File: src/rtl/fmul_dispatch.sv
// Issue stage for the fmul unit: request FIFO, single-op dispatch FSM with a
// watchdog on the multiplier, and a valid/ready result port toward writeback.
module fmul_dispatch #(
    parameter int unsigned DEPTH   = 4,
    parameter int unsigned TAG_W   = 6,
    parameter int unsigned TIMEOUT = 15
) (
    input  logic             clk,
    input  logic             rst,
    input  logic             req_valid,
    output logic             req_ready,
    input  logic [31:0]      req_x1,
    input  logic [31:0]      req_x2,
    input  logic [TAG_W-1:0] req_tag,
    output logic [31:0]      mul_x1,
    output logic [31:0]      mul_x2,
    output logic             mul_ready,
    input  logic             mul_valid,
    input  logic [31:0]      mul_y,
    output logic             res_valid,
    input  logic             res_ready,
    output logic [31:0]      res_y,
    output logic [TAG_W-1:0] res_tag,
    output logic             busy,
    output logic             err
);
    localparam int unsigned AW = $clog2(DEPTH);
    localparam int unsigned CW = AW + 1;
    localparam int unsigned WW = $clog2(TIMEOUT + 1);
    localparam int unsigned EW = 64 + TAG_W;

    localparam logic [1:0] S_IDLE  = 2'd0;
    localparam logic [1:0] S_ISSUE = 2'd1;
    localparam logic [1:0] S_WAIT  = 2'd2;
    localparam logic [1:0] S_DONE  = 2'd3;

    logic [1:0]       state_q, state_d;
    logic [CW-1:0]    count_q, count_d;
    logic [AW-1:0]    rd_ptr_q, rd_ptr_d;
    logic [AW-1:0]    wr_ptr_q, wr_ptr_d;
    logic [EW-1:0]    mem_q [DEPTH];
    logic [31:0]      op_x1_q, op_x1_d;
    logic [31:0]      op_x2_q, op_x2_d;
    logic [TAG_W-1:0] op_tag_q, op_tag_d;
    logic [31:0]      res_y_q, res_y_d;
    logic [TAG_W-1:0] res_tag_q, res_tag_d;
    logic [WW-1:0]    wdog_q, wdog_d;
    logic             err_q, err_d;
    logic             push, pop;

    // Readiness comes from the registered count only, so a same-cycle pop never frees a slot early.
    assign req_ready = !rst && (count_q != CW'(DEPTH));
    assign push      = req_valid && req_ready;
    assign pop       = (state_q == S_IDLE) && (count_q != '0);

    always_comb begin
        state_d   = state_q;
        count_d   = count_q;
        rd_ptr_d  = rd_ptr_q;
        wr_ptr_d  = wr_ptr_q;
        op_x1_d   = op_x1_q;
        op_x2_d   = op_x2_q;
        op_tag_d  = op_tag_q;
        res_y_d   = res_y_q;
        res_tag_d = res_tag_q;
        wdog_d    = wdog_q;
        err_d     = err_q;

        if (push) wr_ptr_d = wr_ptr_q + AW'(1);
        if (pop)  rd_ptr_d = rd_ptr_q + AW'(1);
        case ({push, pop})
            2'b10:   count_d = count_q + CW'(1);
            2'b01:   count_d = count_q - CW'(1);
            default: count_d = count_q;
        endcase

        case (state_q)
            S_IDLE: begin
                if (pop) begin
                    {op_x1_d, op_x2_d, op_tag_d} = mem_q[rd_ptr_q];
                    state_d = S_ISSUE;
                end
            end
            S_ISSUE: begin
                wdog_d  = '0;
                state_d = S_WAIT;
            end
            S_WAIT: begin
                if (mul_valid) begin
                    res_y_d   = mul_y;
                    res_tag_d = op_tag_q;
                    state_d   = S_DONE;
                end else if (wdog_q == WW'(TIMEOUT - 1)) begin
                    // Hung multiplier: return a quiet NaN so writeback still retires the tag.
                    res_y_d   = 32'h7fc0_0000;
                    res_tag_d = op_tag_q;
                    err_d     = 1'b1;
                    state_d   = S_DONE;
                end else begin
                    wdog_d = wdog_q + WW'(1);
                end
            end
            default: begin
                if (res_ready) state_d = S_IDLE;
            end
        endcase
    end

    always_ff @(posedge clk) begin
        if (push) mem_q[wr_ptr_q] <= {req_x1, req_x2, req_tag};
    end

    always_ff @(posedge clk) begin
        if (rst) begin
            state_q   <= S_IDLE;
            count_q   <= '0;
            rd_ptr_q  <= '0;
            wr_ptr_q  <= '0;
            op_x1_q   <= '0;
            op_x2_q   <= '0;
            op_tag_q  <= '0;
            res_y_q   <= '0;
            res_tag_q <= '0;
            wdog_q    <= '0;
            err_q     <= 1'b0;
        end else begin
            state_q   <= state_d;
            count_q   <= count_d;
            rd_ptr_q  <= rd_ptr_d;
            wr_ptr_q  <= wr_ptr_d;
            op_x1_q   <= op_x1_d;
            op_x2_q   <= op_x2_d;
            op_tag_q  <= op_tag_d;
            res_y_q   <= res_y_d;
            res_tag_q <= res_tag_d;
            wdog_q    <= wdog_d;
            err_q     <= err_d;
        end
    end

    assign mul_x1    = op_x1_q;
    assign mul_x2    = op_x2_q;
    assign mul_ready = (state_q == S_ISSUE);
    assign res_valid = (state_q == S_DONE);
    assign res_y     = res_y_q;
    assign res_tag   = res_tag_q;
    assign busy      = (state_q != S_IDLE) || (count_q != '0);
    assign err       = err_q;
endmodule
File: config.mk
export PLATFORM = sky130hd
export DESIGN_NAME = fmul_dispatch
export DESIGN_NICKNAME = d
export VERILOG_FILES = /design/src/rtl/fmul_dispatch.sv
export SDC_FILE = /design/constraint.sdc
export NUM_CORES = 1
export LEC_CHECK = 0
export CAP_MARGIN = 20
export CORE_ASPECT_RATIO = 1.4
export CORE_MARGIN = 2
export CORE_UTILIZATION = 40
export DETAILED_ROUTE_END_ITERATION = 8
export PLACE_DENSITY = 0.64
export SLEW_MARGIN = 25
export SYNTH_ARGS = -nofsm -noshare
export SYNTH_HDL_FRONTEND = slang
export SYNTH_SLANG_ARGS = --single-unit
File: constraint.sdc
create_clock -name clk -period 3.65 [get_ports clk]
set_clock_uncertainty 0.15 [all_clocks]
set_input_delay 0.365 -clock clk [delete_from_list [all_inputs] [get_ports clk]]
set_output_delay 0.365 -clock clk [all_outputs]
set_load 0.02 [all_outputs]
==> summary.md, run 1 <==
| Metric | Value |
|---|---|
| Status | `complete, no violations` |
| Critical setup path kind | `reg -> out` |
| Cell depth of the worst flop-to-flop path | `9` |
| Htree depth | `2` |
| Vias per inst | `approximately 5.1` |
| Post-synth top flop | `edfxtp_1` |
| Hold crit path type | `in -> reg` |
| Hold Buf Count CTS | `0` |
| Clock Path Buffers | `3` |
| GR Util met3 | `roughly 3.3%` |
| Die height | `roughly 230 um` |
| Pin count of the biggest net entering global routing | `just over 70` |
| Routing usage on met2 | `27.0%` |
| Xor/xnor cell area share of the yosys netlist | `0.244%` |
| Post-synth top cells | `280 x edfxtp_1, 122 x dfxtp_1, 93 x a22o_1, 70 x mux4_2, 21 x buf_2` |
| Setup TNS | `0 ns` |
| Hold Crit Start | `mul_y[9]` |
| Slew @ Worst Pin | `between 0.9 and 1 ns` |
| Part of the power in registers | `45.5%` |
| Distinct cells, synth | `43` |
| Largest cells by area after synthesis | `edfxtp_1 59%, dfxtp_1 17%, mux4_2 11%, a22o_1 5.7%, ha_1 1.0%` |
| Layout cells sized above 1 | `between 15 and 20%` |
| Core footprint | `35600 um^2` |
| Post-place setup slack | `~0.97 ns` |
| Post-CTS Setup Bufs | `0` |
| Clock share of power | `between 30 and 40%` |
| Final ANT Viol Nets | `0` |
| Synth top area share | `58.6%` |
| Pins Over Slew Limit | `0` |
| Setup WS post-layout | `between 0.7 and 0.8 ns` |
| Largest family of logic cells by synthesized area | `multiplexers` |
| CTS root buffer | `clkbuf_16` |
| Comb pwr share | `24.3%` |
| Synth Area in Simple Gates | `1.74%` |
| Core Util, Final | `51.5%` |
| Cells after synthesis | `726` |
| Initial Util | `roughly two fifths` |
| Fmax achieved | `about 350 MHz` |
| Final HPWL DP | `around 17 mm` |
| Number of enable flip-flop cells after synthesis | `280` |
| Switch Pwr | `roughly 0.0037 W` |
| Sequential fraction of the synthesis area | `around three quarters` |
| DR WL/cell | `20.2 um` |
| Number of synthesized register bits | `~400` |
| Synthesis Warnings | `0` |
| Mapped Area | `about 14000 um^2` |
| Top-count cell post-synth | `edfxtp_1` |
| Via count | `about 7400` |
| RSZ-0062 raised after global routing | `false` |
| Initial antenna violation count | `1` |
| Flop-to-flop setup slack | `between 1 and 1.5 ns` |
| DR pass1 iterations | `4` |
| MaxCap Viol Count | `0` |
| Critical Path AT | `2.36 ns` |
| GR Overflow Total | `0` |
| Initial drt markers | `365` |
| Peak VDD IR | `roughly 0.44 mV` |
| Hold worst-path end | `res_y[9]` |
| CTS resizes | `0` |
| Biggest area consumer among synthesized cells | `edfxtp_1` |
| Slew headroom | `roughly 37%` |
| Drt drc | `0` |
| Clock Latency Late Sink | `about 0.55 ns` |
| Syn nets | `846` |
| Clk sink count | `roughly 400` |
| Mapped Avg Cell Area | `between 15 and 20 um^2` |
| WHS Path Cells | `2` |
| Pint | `0.00950 W` |
| Drt total wl | `between 20 and 30 mm` |
| GP Congestion | `roughly 0.74` |
| GR Util All Layers | `about 16%` |
| RR Endpoint | `count_q[2]` |
| Final hold viol count | `0` |
| Vias in the first global route | `between 7000 and 8000` |
| # rows | `roughly 80` |
| Worst R2R Start | `count_q[2]` |
| Post-synthesis compound-gate area fraction | `7.84%` |
| Adder-cell share of the synthesized area | `under 10%` |
| GR peak layer | `met2` |
| I/O Buffers | `approximately 210` |
| Die Wd | `164 um` |
| Met1 Use GR | `about a fifth` |
| Worst-path clk slew | `around 0.060 ns` |
| Nets | `1074` |
| Top-Level Pins | `214` |
| Critical Path Source Type | `flop` |
| Final Critical Period | `roughly 2.9 ns` |
| CTS tree | `built` |
| FFs w/ async S/R, synth | `0%` |
| Critical path peak fanout | `5` |
| Power per cell area | `slightly above 700 nW/um^2` |
| CTS buffer count | `39` |
| Critical Path RT | `around 3.1 ns` |
| Worst setup EP type | `output port` |
| Multiplexer area fraction after synthesis | `between 10% and 20%` |
| Layout area overhead | `27.8%` |
| # setup viols final | `0` |
| Die Area | `37400 um^2` |
| First-pass GRT wire length | `around 44 mm` |
| Leakage power | `just over 6 nW` |
| Period utilization | `~79%` |
| Net Sw Frac | `between 20 and 30%` |
-- worst max-delay path: stages (launching register included) --
cell and delay [ns]:
dfxtp_1 0.35, inv_1 0.09, ha_1 0.25, nor4b_1 0.50, inv_1 0.08, clkdlybuf4s50_1 0.56
-- cell families after synthesis --
logic type / count (synthesis)
adders and majority gates: 13
DFF: 402
and+or+nand+nor: 43
muxes: 74
buffers and inverters: 57
AOI/OAI and AO/OA: 133
xor gates and xnor gates: 4
-- stage by stage --
step           hold WS [ns]  power (W)  cell area (um^2)  instances
2_1_floorplan         0.300    0.00795             14400        726
3_3_place_gp          0.306    0.00931             17100       1375
3_5_place_dp          0.306    0.00936             17100       1375
4_1_cts               0.251     0.0134             18300       1446
5_1_grt               0.265     0.0138             18300       1447
6_report              0.283     0.0132             18300       1447
-- sequential cells by signal (all words and copies together) (netlist names), 3 cells and up --
name      count
count_q       3
mem_q       280
mul_x1       32
mul_x2       32
op_tag_q      6
res_tag       6
res_y        32
wdog_q        4
-- power by group through the flow --
stage | Sequential, W | Combinational (W) | Clock (W)
6_report | 0.00600 | 0.00320 | 0.00399
5_1_grt | 0.00608 | 0.00344 | 0.00428
4_1_cts | 0.00602 | 0.00326 | 0.00413
3_5_place_dp | 0.00610 | 0.00326 | 0
3_3_place_gp | 0.00609 | 0.00322 | 0
2_1_floorplan | 0.00631 | 0.00165 | 0
-- routing by layer --
metal	up-vias	wire [um]
li1	3424	-
met1	3712	11900
met2	215	15100
met3	46	1630
met4	0	678
met5	-	0
-- placed cells by master, fill, tap and decap left out, drive strengths merged, types with 3 or more instances in the layout --
cell type and n:
edfxtp 280, buf 18, mux4 70, nand4b 3, nand2 6, a31o 7, a21oi 13, clkinv 12
mux2i 3, inv 15, a22o 93, clkdlybuf4s50 213, dfxtp 122, bufinv 4, clkbuf 51, and2 6
nor2 11, xor2 3, o221a 9, ha 12, nand2b 7
-- area by class of cell --
type                    instances  area (um^2)
repair buffers                231         2370
flip-flops and latches        402        10900
clock buffers                  51         1060
multi-input cells             267         3220
fillers                      2847        17300
diodes                          1         2.50
well taps                     462          578
clock inverters                20          214
inverters                      13         48.8
-- worst max path at each step --
stage	start	endpoint	slack, ns	cells past startpoint
after floorplan	count_q[0]	mem_q[1][0]	0.57	3
after global placement	rst	mem_q[2][29]	0.99	4
after detailed placement	rst	mem_q[2][44]	0.97	4
after CTS	state_q[0]	busy	0.76	5
after global routing	state_q[0]	busy	0.54	5
final	state_q[0]	busy	0.77	5
Note: power is estimated with default switching activity, not from simulation.
==> run 2: changes to the inputs <==
- PLACE_DENSITY: 0.64 -> 0.66
- clock period: 3.65 -> 2.4 ns (I/O delays scaled with it)
==> summary.md, run 2 (synthesis gave the netlist of run 1 again) <==
| Metric | Value |
|---|---|
| DR WL/cell | `20.2 um (-0.22%)` |
| Commonest non-fill, non-tap cells in the layout | `280 x edfxtp_1, 212 x clkdlybuf4s50_1, 118 x dfxtp_1, 93 x a22o_1, 70 x mux4_2` |
| Post-place setup slack | `-0.00493 ns (-0.973 ns)` |
| # setup viols final | `0 (unchanged)` |
| Pins Over Slew Limit | `0 (unchanged)` |
| Post-Layout Inst Area | `18700 um^2 (+1.9%)` |
| Final Critical Period | `roughly 2.3 ns` |
| Final hold viol count | `0 (unchanged)` |
| Clock Path Buffers | `3 (unchanged)` |
| Initial Util | `40.3% (unchanged)` |
| Layout cells sized above 1 | `19.6% (+2.4 points)` |
| Worst path cell trace | `inv_2 > ha_4 > o31a_1 > ha_2 > inv_1 > fa_1 > xor2_1 > or3_1 > a21oi_1` |
| Pint | `0.0151 W (+59%)` |
| Core footprint | `35600 um^2 (unchanged)` |
| MaxCap Viol Count | `0 (unchanged)` |
| Switch Pwr | `0.00566 W (+53%)` |
| Critical Path AT | `2.59 ns (+0.23 ns)` |
| Critical setup path kind | `reg -> reg` |
| Worst-path clk slew | `0.06 ns (about the same)` |
| Die Wd | `164 um (unchanged)` |
| GR Util All Layers | `15.8% (+0.30 points)` |
| Total Power | `0.0208 W (+57%)` |
| Worst setup EP type | `flop` |
| Flop-to-flop setup slack | `0.12 ns (-0.95 ns)` |
| Setup TNS | `0 ns (unchanged)` |
| Critical Path RT | `2.71 ns (-0.42 ns)` |
| Critical path's top delay family | `adder cells` |
| I/O Buffers | `213 (unchanged)` |
| Initial antenna violation count | `3 (+2)` |
| GR Overflow Total | `0 (unchanged)` |
| Multi-input logic area | `3250 um^2 (+1.1%)` |
| Hold Buf Count CTS | `0 (unchanged)` |
| Nets | `1086 (+1.1%)` |
| FF+latch area | `10900 um^2 (about the same)` |
| Initial drt markers | `371 (+1.6%)` |
| CTS tree | `built` |
| Top-Level Pins | `214 (unchanged)` |
| Hold crit path type | `in -> reg` |
| First-pass GRT wire length | `45.5 mm (+3.0%)` |
| Peak VDD IR | `0.802 mV (+81%)` |
| Via count | `7528 (+1.8%)` |
| Part of the power in registers | `43.4% (-2.1 points)` |
| Fill count | `2820 (-0.95%)` |
| Fmax achieved | `439 MHz` |
| Comb pwr share | `25.3% (+1.0 points)` |
| Clk sink count | `402 (unchanged)` |
| Drt total wl | `29.5 mm (+0.67%)` |
| Cell Area, Placed | `17200 um^2 (+0.91%)` |
| Power per cell area | `1110 nW/um^2 (+54%)` |
| Die height | `228 um (unchanged)` |
| Slew headroom | `39.4% (+2.7 points)` |
| Final HPWL DP | `17.5 mm (+0.98%)` |
| # rows | `82 (unchanged)` |
| DR pass1 iterations | `4 (unchanged)` |
| Vias per inst | `5.16 (+0.86%)` |
| Status | `complete, no violations` |
| CP max stage cell | `fa_1` |
| CTS root buffer | `clkbuf_16` |
| Slew @ Worst Pin | `0.909 ns (-0.0399 ns)` |
| Drt drc | `0 (unchanged)` |
| Worst path bufs/invs | `2 (-1)` |
| Setup WS post-layout | `0.120 ns (-0.651 ns)` |
| GP Congestion | `0.703 (-4.8%)` |
| Final ANT Viol Nets | `0 (unchanged)` |
| Clock Latency Late Sink | `0.53 ns (-0.02 ns)` |
| Net Sw Frac | `27.3% (-0.73 points)` |
| Largest register FFs | `280 (unchanged)` |
| WHS | `0.163 ns (-0.120 ns)` |
| Period utilization | `95.0%` |
| CTS buffer count | `39 (unchanged)` |
| RSZ-0062 raised after global routing | `false` |
| Critical Path Source Type | `flop` |
| Clock share of power | `31.3% (+1.0 points)` |
| Crit-path max cell delay | `0.37 ns (-0.19 ns)` |
| Critical path peak fanout | `5 (unchanged)` |
| Vias in the first global route | `7972 (+3.3%)` |
| Largest Register | `mem_q` |
| Htree depth | `2 (unchanged)` |
| Pin count of the biggest net entering global routing | `71 (unchanged)` |
| Layout area overhead | `30.2%` |
| Die Area | `37400 um^2 (unchanged)` |
| Leading cell type in the layout, fill and taps excluded | `edfxtp_1` |
| Leakage power | `6.25 nW (+2.8%)` |
[run 2: repair_timing]
item	4_1_cts	5_1_grt
endpoints found under the hold margin	0	0
gates resized for setup	6	5
setup endpoints to repair	3	28
setup buffers	0	2
pin swaps	0	2
[run 2: layout make-up]
| cell class | instances | share of cell area [%] |
|---|---|---|
| well taps | 462 | 3.09 |
| multi-input cells | 267 | 17.4 |
| repair buffers | 243 | 13.7 |
| inverters | 13 | 0.261 |
| flip-flops and latches | 402 | 58.1 |
| clock inverters | 20 | 1.48 |
| diodes | 2 | 0.0268 |
| clock buffers | 51 | 5.91 |
[run 2: routing by layer]
layer	vias up	GRT usage (%)	part of all wire (%)
li1	3437	-	-
met1	3831	19.6	40
met2	210	27.4	52
met3	48	3.51	5.3
met4	2	5.10	2.5
met5	-	0	0.044
[run 2: final timing paths]
| path | from | end | cells after the start |
|---|---|---|---|
| max | state_q[1] | count_q[2] | 9 |
| min | mul_y[3] | res_y[3] | 2 |
| max reg2reg | state_q[1] | count_q[2] | 9 |
| min reg2reg | res_y[1] | res_y[1] | 1 |
[run 2: power by group through the flow]
stage	registers, W	clock network, W	logic [W]
finish	0.00901	0.00649	0.00525
global route	0.00912	0.00695	0.00564
CTS	0.00901	0.00667	0.00529
detailed placement	0.00912	0	0.00522
global placement	0.00911	0	0.00516
floorplan	0.00957	0	0.00250
[run 2: stage by stage]
step                util, %  std cells
floorplan                 -        726
global placement       48.4       1384
detailed placement     48.4       1384
CTS                    52.3       1455
global route           52.5       1460
finish                 52.5       1460
==> run 3: changes to the inputs <==
- PLACE_DENSITY: 0.66 -> not set
==> summary.md, run 3 (synthesis gave the netlist of run 1 again) <==
| Metric | Value |
|---|---|
| Status | `complete, no violations` |
| GR Overflow Total | `0 (unchanged)` |
| Worst-path clk slew | `0.06 ns (about the same)` |
| Slew headroom | `33.3% (-6.1 points)` |
| Fill count | `2924 (+3.7%)` |
| # rows | `82 (unchanged)` |
| Layout cells sized above 1 | `18.9% (-0.70 points)` |
| GP Congestion | `0.717 (+2.0%)` |
| Critical Path Source Type | `flop` |
| Commonest non-fill, non-tap cells in the layout | `280 x edfxtp_1, 212 x clkdlybuf4s50_1, 120 x dfxtp_1, 93 x a22o_1, 70 x mux4_2` |
| Nets | `1084 (-0.18%)` |
| Clock Latency Late Sink | `0.54 ns (about the same)` |
| Largest register FFs | `280 (unchanged)` |
| Slew @ Worst Pin | `1.00 ns (+0.0914 ns)` |
| Final Critical Period | `2.26 ns (-0.0206 ns)` |
| CTS buffer count | `40 (+2.6%)` |
| Worst setup EP type | `flop` |
| DR WL/cell | `20.4 um (+1.1%)` |
| Htree depth | `2 (unchanged)` |
| CTS resizes | `2 (-4)` |
| Die Area | `37400 um^2 (unchanged)` |
| GR Util All Layers | `16.0% (+0.19 points)` |
| Vias in the first global route | `8017 (+0.56%)` |
| Hold crit path type | `in -> reg` |
| Top-Level Pins | `214 (unchanged)` |
| CP startpoint | `state_q[0]` |
| Layout area overhead | `29.0%` |
| Post-Layout Inst Area | `18500 um^2 (-0.88%)` |
| Clock Path Buffers | `3 (unchanged)` |
| Final ANT Viol Nets | `0 (unchanged)` |
| Largest Register | `mem_q` |
| Cell depth of the worst flop-to-flop path | `9 (unchanged)` |
| CTS tree | `built` |
| Leading cell type in the layout, fill and taps excluded | `edfxtp_1` |
| Worst R2R Start | `state_q[0]` |
| Peak VDD IR | `0.811 mV (+1.2%)` |
| Initial Util | `40.3% (unchanged)` |
| Initial drt markers | `413 (+11%)` |
| CP endpoint | `count_q[2]` |
| Clk sink count | `402 (unchanged)` |
| Setup TNS | `0 ns (unchanged)` |
| Die height | `228 um (unchanged)` |
| Flop-to-flop setup slack | `0.14 ns (+0.02 ns)` |
| # setup viols final | `0 (unchanged)` |
| Period utilization | `94.1% (-0.86 points)` |
| DR pass1 iterations | `4 (unchanged)` |
| CTS root buffer | `clkbuf_16` |
| Power per cell area | `1090 nW/um^2 (-1.6%)` |
| Leakage power | `6.16 nW (-1.4%)` |
| Fmax achieved | `443 MHz (+0.91%)` |
| Initial antenna violation count | `3 (unchanged)` |
| Post-Layout Cell Count | `1460 (unchanged)` |
| Die Wd | `164 um (unchanged)` |
| Cell Area, Placed | `17200 um^2 (-0.15%)` |
| Vias per inst | `5.16 (+0.12%)` |
| Critical setup path kind | `reg -> reg` |
| Pins Over Slew Limit | `0 (unchanged)` |
| First-pass GRT wire length | `46.2 mm (+1.4%)` |
| Via count | `7537 (+0.12%)` |
| Final HPWL DP | `17.6 mm (+0.74%)` |
| Final hold viol count | `0 (unchanged)` |
| Drt drc | `0 (unchanged)` |
| Critical path peak fanout | `5 (unchanged)` |
| Pin count of the biggest net entering global routing | `71 (unchanged)` |
| Drt total wl | `29.8 mm (+1.1%)` |
| Critical Path RT | `2.71 ns (about the same)` |
| Critical Path AT | `2.57 ns (-0.02 ns)` |
| RSZ-0062 raised after global routing | `false` |
| Core footprint | `35600 um^2 (unchanged)` |
| Hold Buf Count CTS | `0 (unchanged)` |
| DP Cell Count | `1384 (unchanged)` |
| MaxCap Viol Count | `0 (unchanged)` |
| RR Endpoint | `count_q[2]` |
| I/O Buffers | `213 (unchanged)` |
| Core Util, Final | `52.0% (-0.46 points)` |
| Post-CTS Setup Bufs | `0 (unchanged)` |
-- run 3: cell types whose count changed in the layout (fill, tap and decap cells not counted), sizes merged --
cell / delta
clkinvlp: +1
bufinv: -4
clkbuf: +7
clkinv: -4
buf: -3
inv: +3
-- run 3: worst min-delay path by stage --
stage          slack [ns]  cells after the start        from           to
3_3_place_gp         0.30                      1   res_y[18]    res_y[18]
5_1_grt              0.15                      2    mul_y[1]     res_y[1]
2_1_floorplan        0.19                      0  req_tag[0]  mem_q[0][0]
4_1_cts              0.13                      2    mul_y[0]     res_y[0]
3_5_place_dp         0.31                      1   res_y[17]    res_y[17]
6_report             0.15                      2    mul_y[0]     res_y[0]
-- run 3: power breakdown --
group | switching, W | internal (W) | leakage (nW) | total [W]
sequential | 0.000541 | 0.00844 | 3.54 | 0.00898
combinational | 0.00261 | 0.00253 | 1.99 | 0.00514
clock | 0.00256 | 0.00356 | 0.632 | 0.00612
-- run 3: worst max-delay path: stages (launching register included) --
cell and delay (ns):
dfxtp_1 0.36, inv_2 0.10, ha_4 0.16, o31a_1 0.19
ha_2 0.21, inv_1 0.05, fa_1 0.37, xor2_1 0.16
or3_1 0.30, a21oi_1 0.14
-- run 3: metrics by stage --
stage	hold WS [ns]	worst slack (ns)	total power (W)
5_1_grt	0.152	0.0211	0.0212
3_5_place_dp	0.308	0.0543	0.0143
2_1_floorplan	0.189	0.0707	0.0121
3_3_place_gp	0.305	0.105	0.0143
4_1_cts	0.130	0.0442	0.0205
6_report	0.154	0.141	0.0202
-- run 3: cell type report --
cell class	count	area (um^2)	area share (%)
repair buffers	240	2500	13.5
clock inverters	16	196	1.06
inverters	13	48.8	0.263
well taps	462	578	3.12
flip-flops and latches	402	10900	58.6
multi-input cells	267	3240	17.5
clock buffers	58	1100	5.93
diodes	2	5.00	0.0270
-- run 3: per-layer routing --
metal	vias to the layer above	track usage [%]	wire, um
li1	3443	-	-
met1	3841	19.7	12200
met2	206	27.9	15200
met3	45	3.75	1800
met4	2	4.61	603
met5	-	0	12
